## src/rtl/output_reg_arbiter_pkg.sv

```systemverilog
// outreg_pkg: state encoding, data width and index-width helper shared by the output register arbiter
package outreg_pkg;

    typedef enum logic [2:0] {
        IDLE = 3'd0,
        WR   = 3'd1,
        RD   = 3'd2,
        CAP  = 3'd3,
        ACK  = 3'd4
    } state_t;

    localparam int OUTREG_DATA_W = 256;

    function automatic int idx_w(input int n);
        return (n > 1) ? $clog2(n) : 1;
    endfunction

endpackage

```

## src/rtl/output_reg_arbiter_if.sv

```systemverilog
// output_reg_arbiter_if: requester-side handshake plus output-register strobe/data bus
interface output_reg_arbiter_if
    import outreg_pkg::*;
#(
    parameter int NUM_REQ = 4,
    parameter int DATA_W  = OUTREG_DATA_W
);

    logic [NUM_REQ-1:0]        req_wr;
    logic [NUM_REQ-1:0]        req_rd;
    logic [NUM_REQ*DATA_W-1:0] req_wdata;
    logic [NUM_REQ-1:0]        ack;
    logic [DATA_W-1:0]         rd_data;
    logic                      busy;
    logic                      reg_write_data;
    logic                      reg_read_data;
    logic [DATA_W-1:0]         reg_wdata;
    logic [DATA_W-1:0]         reg_rdata;

    modport master (
        output req_wr, req_rd, req_wdata, reg_rdata,
        input  ack, rd_data, busy, reg_write_data, reg_read_data, reg_wdata
    );

    modport slave (
        input  req_wr, req_rd, req_wdata, reg_rdata,
        output ack, rd_data, busy, reg_write_data, reg_read_data, reg_wdata
    );

endinterface

```

## src/rtl/output_reg_arbiter_rr.sv

```systemverilog
// rr_arbiter: combinational requester pick, round-robin from base pointer or fixed priority under OUTREG_ARB_FIXED_PRIO_EN
module rr_arbiter
    import outreg_pkg::*;
#(
    parameter int NUM_REQ = 4,
    parameter int IW      = idx_w(NUM_REQ)
) (
`ifndef OUTREG_ARB_FIXED_PRIO_EN
    input  logic [IW-1:0]      rr_ptr_i,
`endif
    input  logic [NUM_REQ-1:0] req_i,
    output logic [IW-1:0]      gnt_o,
    output logic               valid_o
);

    logic [IW-1:0] base;
    logic [IW-1:0] idx;

`ifdef OUTREG_ARB_FIXED_PRIO_EN
    assign base = '0;
`else
    assign base = rr_ptr_i;
`endif

    // Scan from farthest to nearest offset so the requester closest to base wins
    always_comb begin
        gnt_o   = '0;
        valid_o = |req_i;
        idx     = '0;
        for (int k = NUM_REQ - 1; k >= 0; k--) begin
            idx = IW'((int'(base) + k) % NUM_REQ);
            if (req_i[idx]) gnt_o = idx;
        end
    end

endmodule

```

## src/rtl/output_reg_arbiter.sv

```systemverilog
// output_reg_arbiter: shares the output register among requesters with one-cycle strobes and one-hot acks
// Define OUTREG_ARB_FIXED_PRIO_EN for fixed lowest-index priority instead of round-robin.
module output_reg_arbiter
    import outreg_pkg::*;
#(
    parameter int NUM_REQ = 4,
    parameter int DATA_W  = OUTREG_DATA_W
) (
    input logic                 clk,
    input logic                 reset,
    output_reg_arbiter_if.slave bus
);

    localparam int IW = idx_w(NUM_REQ);

    state_t             state_q;
    logic [IW-1:0]      g_q;
    logic [IW-1:0]      gnt;
    logic               gnt_v;
    logic [NUM_REQ-1:0] ack_q;
    logic [DATA_W-1:0]  rd_data_q;
    logic [DATA_W-1:0]  wdata_q;
    logic               busy_q;
    logic               wr_q;
    logic               rd_q;

`ifdef OUTREG_ARB_FIXED_PRIO_EN
    rr_arbiter #(.NUM_REQ(NUM_REQ), .IW(IW)) u_arb (
        .req_i  (bus.req_wr | bus.req_rd),
        .gnt_o  (gnt),
        .valid_o(gnt_v)
    );
`else
    logic [IW-1:0] rr_ptr_q;

    rr_arbiter #(.NUM_REQ(NUM_REQ), .IW(IW)) u_arb (
        .rr_ptr_i(rr_ptr_q),
        .req_i   (bus.req_wr | bus.req_rd),
        .gnt_o   (gnt),
        .valid_o (gnt_v)
    );
`endif

    // Transaction FSM: grant in IDLE, pulse one strobe, capture read data, pulse ack
    always_ff @(posedge clk or posedge reset) begin
        if (reset) begin
            state_q   <= IDLE;
            g_q       <= '0;
            ack_q     <= '0;
            rd_data_q <= '0;
            wdata_q   <= '0;
            busy_q    <= 1'b0;
            wr_q      <= 1'b0;
            rd_q      <= 1'b0;
`ifndef OUTREG_ARB_FIXED_PRIO_EN
            rr_ptr_q  <= '0;
`endif
        end else begin
            wr_q  <= 1'b0;
            rd_q  <= 1'b0;
            ack_q <= '0;
            case (state_q)
                IDLE: if (gnt_v) begin
                    g_q     <= gnt;
                    wdata_q <= bus.req_wdata[gnt*DATA_W +: DATA_W];
                    busy_q  <= 1'b1;
                    if (bus.req_wr[gnt]) begin
                        state_q <= WR;
                        wr_q    <= 1'b1;
                    end else begin
                        state_q <= RD;
                        rd_q    <= 1'b1;
                    end
                end
                WR: begin
                    state_q <= ACK;
                    ack_q   <= NUM_REQ'(1) << g_q;
                end
                RD: state_q <= CAP;
                CAP: begin
                    rd_data_q <= bus.reg_rdata;
                    state_q   <= ACK;
                    ack_q     <= NUM_REQ'(1) << g_q;
                end
                ACK: begin
                    state_q <= IDLE;
                    busy_q  <= 1'b0;
`ifndef OUTREG_ARB_FIXED_PRIO_EN
                    rr_ptr_q <= (g_q == IW'(NUM_REQ - 1)) ? '0 : g_q + 1'b1;
`endif
                end
                default: begin
                    state_q <= IDLE;
                    busy_q  <= 1'b0;
                end
            endcase
        end
    end

    assign bus.ack            = ack_q;
    assign bus.rd_data        = rd_data_q;
    assign bus.busy           = busy_q;
    assign bus.reg_write_data = wr_q;
    assign bus.reg_read_data  = rd_q;
    assign bus.reg_wdata      = wdata_q;

endmodule

```

## src/flat_wrapper.sv

```systemverilog
// flat-port wrapper written by rule: the top's interface ports become plain ports
module output_reg_arbiter_flat import outreg_pkg::*;
#(
    parameter int NUM_REQ = 4,
    parameter int DATA_W  = OUTREG_DATA_W
)
  (clk, reset, bus_req_wr, bus_req_rd, bus_req_wdata, bus_reg_rdata, bus_ack, bus_rd_data, bus_busy, bus_reg_write_data, bus_reg_read_data, bus_reg_wdata);
  output_reg_arbiter_if #(.NUM_REQ(NUM_REQ), .DATA_W(DATA_W)) bus_i ();
  input logic clk;
  input logic reset;
  input wire logic [$bits(bus_i.req_wr)-1:0] bus_req_wr;
  input wire logic [$bits(bus_i.req_rd)-1:0] bus_req_rd;
  input wire logic [$bits(bus_i.req_wdata)-1:0] bus_req_wdata;
  input wire logic [$bits(bus_i.reg_rdata)-1:0] bus_reg_rdata;
  output wire logic [$bits(bus_i.ack)-1:0] bus_ack;
  output wire logic [$bits(bus_i.rd_data)-1:0] bus_rd_data;
  output wire logic [$bits(bus_i.busy)-1:0] bus_busy;
  output wire logic [$bits(bus_i.reg_write_data)-1:0] bus_reg_write_data;
  output wire logic [$bits(bus_i.reg_read_data)-1:0] bus_reg_read_data;
  output wire logic [$bits(bus_i.reg_wdata)-1:0] bus_reg_wdata;
  assign bus_i.req_wr = bus_req_wr;
  assign bus_i.req_rd = bus_req_rd;
  assign bus_i.req_wdata = bus_req_wdata;
  assign bus_i.reg_rdata = bus_reg_rdata;
  assign bus_ack = bus_i.ack;
  assign bus_rd_data = bus_i.rd_data;
  assign bus_busy = bus_i.busy;
  assign bus_reg_write_data = bus_i.reg_write_data;
  assign bus_reg_read_data = bus_i.reg_read_data;
  assign bus_reg_wdata = bus_i.reg_wdata;
  output_reg_arbiter #(.NUM_REQ(NUM_REQ), .DATA_W(DATA_W)) u_core (.clk(clk), .reset(reset), .bus(bus_i));
endmodule
```

## config.mk

```make
export PLATFORM = sky130hd
export DESIGN_NAME = output_reg_arbiter_flat
export DESIGN_NICKNAME = d
export VERILOG_FILES = /design/src/rtl/output_reg_arbiter_pkg.sv /design/src/rtl/output_reg_arbiter_if.sv /design/src/rtl/output_reg_arbiter_rr.sv /design/src/rtl/output_reg_arbiter.sv /design/src/flat_wrapper.sv
export SDC_FILE = /design/constraint.sdc
export NUM_CORES = 2
export LEC_CHECK = 0
export ABC_CLOCK_PERIOD_IN_PS = 41400
export CORE_AREA = 10 10 695 697
export CTS_CLUSTER_DIAMETER = 80
export DETAILED_ROUTE_END_ITERATION = 8
export DIE_AREA = 0 0 705 707
export PLACE_DENSITY = 0.3
export SYNTH_ARGS = -nofsm -noshare
export SYNTH_HDL_FRONTEND = slang
export SYNTH_SLANG_ARGS = --single-unit
```

## constraint.sdc

```tcl
create_clock -name clk -period 41.4 [get_ports clk]
set_input_delay 4.14 -clock clk [delete_from_list [all_inputs] [get_ports clk]]
set_output_delay 4.14 -clock clk [all_outputs]
set_load 0.03 [all_outputs]
```

==> flow_summary.yaml <==
sta:
  finalHoldViolations: 0
  setup_viol: 0
  maxSlewViolCount: 0
  rsz0062_at_grt: "no"
  max_slew_margin_pct: 25.75
  setup_tns_ns: 0
  finalWorstSetupSlack_ns: 33.08
  clock.fmax_ghz: 0.1202
  clock_skew_ns: 0.06804
  min_period_ns: 8.323
  fin_crit_sh_pct: 20.10
  timing.hold.ws_ns: 0.4631
  worstMarginPinSlew_ns: 1.114
clock_tree:
  clkTransAtPathRegs_ns: 0.06
  postCtsSetupBuffers: 0
  hold_buffers: 0
  cts_tree: "built"
  numCtsBuffers: 98
  cts-resized-gates: 0
  clk_path_buf_depth: 4
  clk-insertion-delay-late_ns: 0.85
  root_buffer: "clkbuf_16"
  htree_levels: 3
  clock-sinks: 526
synthesis:
  ys_async_sr_fraction_pct: 100.0
  netlist_area_um2: 25920
  netlist_instances: 2002
  synth_cell_types: 33
  synth_edf_count: 0
  synth_warnings: 0
  synth_compound_area_share_pct: 0.5938
  synth_nets: 3296
  synthSimpleGateAreaFrac_pct: 11.69
  synth-xor-area-share_pct: 0
  synth_top_family_by_area: "multiplexers"
  ys_ff_latch: 526
  synth_commonest_cells: "775 x nand2_1, 526 x dfrtp_1, 257 x mux2_2"
  synth.mux.area_fraction_pct: 33.41
  synth_top_area_share_pct: 50.79
  ys.flop_type: "dfrtp_1"
  avgSynthCellArea_um2: 12.95
  ys_top_cells_by_area: "dfrtp_1 51%, mux4_2 22%, nand2_1 11%"
  yosys.area.top_type: "dfrtp_1"
  seq_area_frac_synth_pct: 50.79
  synth.most_common_cell: "nand2_1"
  yosys.area_share.adder_pct: 0.1931
final_layout:
  n_fill_cell: 53540
  area_growth_pct: 111.9
  drive_gt1_share_pct: 18.29
  nNetsFinal: 5094
  design_area_um2: 54910
setup_path:
  critical_path_arrival_ns: 9.04
  timing.rr.start: "u_core.rr_ptr_q[0]"
  r2r_end: "u_core.bus.reg_wdata[39]"
  r2r_slack_ns: 36.59
  cp_max_fo: 40
  start_kind: "input port"
  end_kind: "flop"
  path_class: "in2reg"
  required_ns: 42.12
  reg2reg_depth: 9
pwr:
  powerDensity_nw_per_um2: 78.25
  ir_drop_uv: 75.14
  switching_share_pct: 46.19
  p_int_mw: 2.312
  seqPwrFrac_pct: 22.6
  finalPower_mw: 4.297
  power_switching_mw: 1.985
  leakagePower_nw: 20.18
  clock_power_share_pct: 20.1
  pwr-share-comb_pct: 57.3
hold_path:
  min_to: "u_core.bus.reg_wdata[25]"
  hold_path_startpoint: "u_core.bus.reg_wdata[25]"
  hold_depth: 2
  hold_path_class: "reg2reg"
global_route:
  grt-ovfl-total: 0
  antenna_found_initial: 466
  grt_pass1_wl_um: 431700
  grt_pass1_vias: 27620
  grtUsageTotal_pct: 13.92
  grt_max_degree: 126
placement:
  gp_congestion: 0.9360
  dpl.hpwl_um: 325500
  port_buffers: 1808
  place_ws_ns: 32.16
  place_area_um2: 51280
drt:
  drtAntennaViolNets: 0
  drc: 0
  drt-total-wl_um: 363300
  vias: 27590
  wl_per_cell_um: 35.53
  viasPerCell: 2.698
  drtIter0Drc: 1888
  drt_first_pass_iters: 5
die:
  die_w_um: 705
  core_um2: 469200
  die-area_um2: 498400
  row_count: 252
  die_h_um: 707
  start_util_pct: 5.524
  io_pins: 1809
flow_run:
  drv_cap: 0
status:
  status: "completed"
-- routing by layer --
| layer | part of all wire, % | track usage (%) | vias up | wire (um) |
|---|---|---|---|---|
| met3 | 12 | 7.474 | 770 | 43430 |
| met2 | 45 | 22.25 | 1893 | 162300 |
| li1 | - | - | 10850 | - |
| met1 | 40 | 16.29 | 13880 | 144000 |
| met4 | 3.4 | 3.421 | 196 | 12330 |
| met5 | 0.34 | 0 | - | 1253 |
-- cells by family after synthesis --
| kind of cell | after synthesis |
|---|---|
| AND/OR/NAND/NOR | 797 |
| buffers and inverters | 146 |
| multiplexers | 513 |
| AO/OA/AOI/OAI | 16 |
| adder cells (fa/ha/maj) | 4 |
| flip-flops | 526 |
-- layout by cell type (no fill, tap or decap), types with 2 or more instances in the layout --
cell,instances
clkdlybuf4s50_1,1808
nand2_1,774
dfrtp_1,526
mux2_2,257
mux4_2,256
diode_2,126
clkbuf_16,99
buf_4,29
clkbuf_1,22
clkbuf_8,18
nor2_1,9
bufinv_16,9
clkinv_2,8
clkinv_4,8
and2_1,5
inv_6,5
ha_1,4
clkinvlp_4,4
inv_1,3
o21ai_0,3
buf_12,3
o311a_1,2
clkinv_8,2
-- power by group through the flow --
stage	Clock, mW	Combinational (mW)	Sequential [mW]
5_1_grt	0.918	2.61	1.00
3_5_place_dp	0	2.52	0.976
2_1_floorplan	0	0.862	1.42
4_1_cts	0.908	2.53	0.971
6_report	0.865	2.46	0.970
3_3_place_gp	0	2.52	0.971
-- state kept, by name, indices dropped and copies added, names as in the netlist --
name,count
u_core.bus.reg_wdata,256
u_core.bus.rd_data,256
u_core.bus.busy,1
u_core.bus.reg_write_data,1
u_core.g_q,2
u_core.state_q,3
u_core.rr_ptr_q,2
u_core.bus.reg_read_data,1
u_core.bus.ack,4
-- critical path, stage by stage --
cell	delay, ns
clkdlybuf4s50_1	0.57
nor2_1	0.10
o311a_1	0.34
o21bai_4	0.60
buf_4	0.71
buf_4	0.80
buf_4	0.79
mux4_2	0.60
nand2_1	0.08
nand2_1	0.07
-- how the worst max path moves through the flow --
stage | startpoint | endpoint | slack (ns) | cells past startpoint
2_1_floorplan | reset | u_core.bus.ack[0] | 22.56 | 1
3_3_place_gp | bus_req_wr[0] | u_core.bus.reg_wdata[76] | 32.23 | 10
3_5_place_dp | bus_req_wr[0] | u_core.bus.reg_wdata[63] | 32.16 | 10
4_1_cts | bus_req_wr[0] | u_core.bus.reg_wdata[39] | 33.11 | 10
5_1_grt | bus_req_wr[0] | u_core.bus.reg_wdata[83] | 32.73 | 10
6_report | bus_req_wr[0] | u_core.bus.reg_wdata[39] | 33.08 | 10
-- layout make-up --
cell class | instances | area, um^2 | area share, %
Clock inverter | 37 | 506.7 | 0.9229
Antenna cell | 126 | 315.3 | 0.5743
Clock buffer | 139 | 2808 | 5.114
Timing Repair Buffer | 1840 | 18380 | 33.47
Tap cell | 6223 | 7786 | 14.18
Inverter | 4 | 22.52 | 0.04102
Multi-Input combinational cell | 1330 | 11930 | 21.73
Sequential cell | 526 | 13160 | 23.97
-- stage by stage --
step	std cells	util, %
floorplan	2002	-
global placement	9923	10.93
detailed placement	9923	10.93
CTS	10100	11.64
global route	10160	11.67
finish	10230	11.70
(Power assumes the default switching activity.)
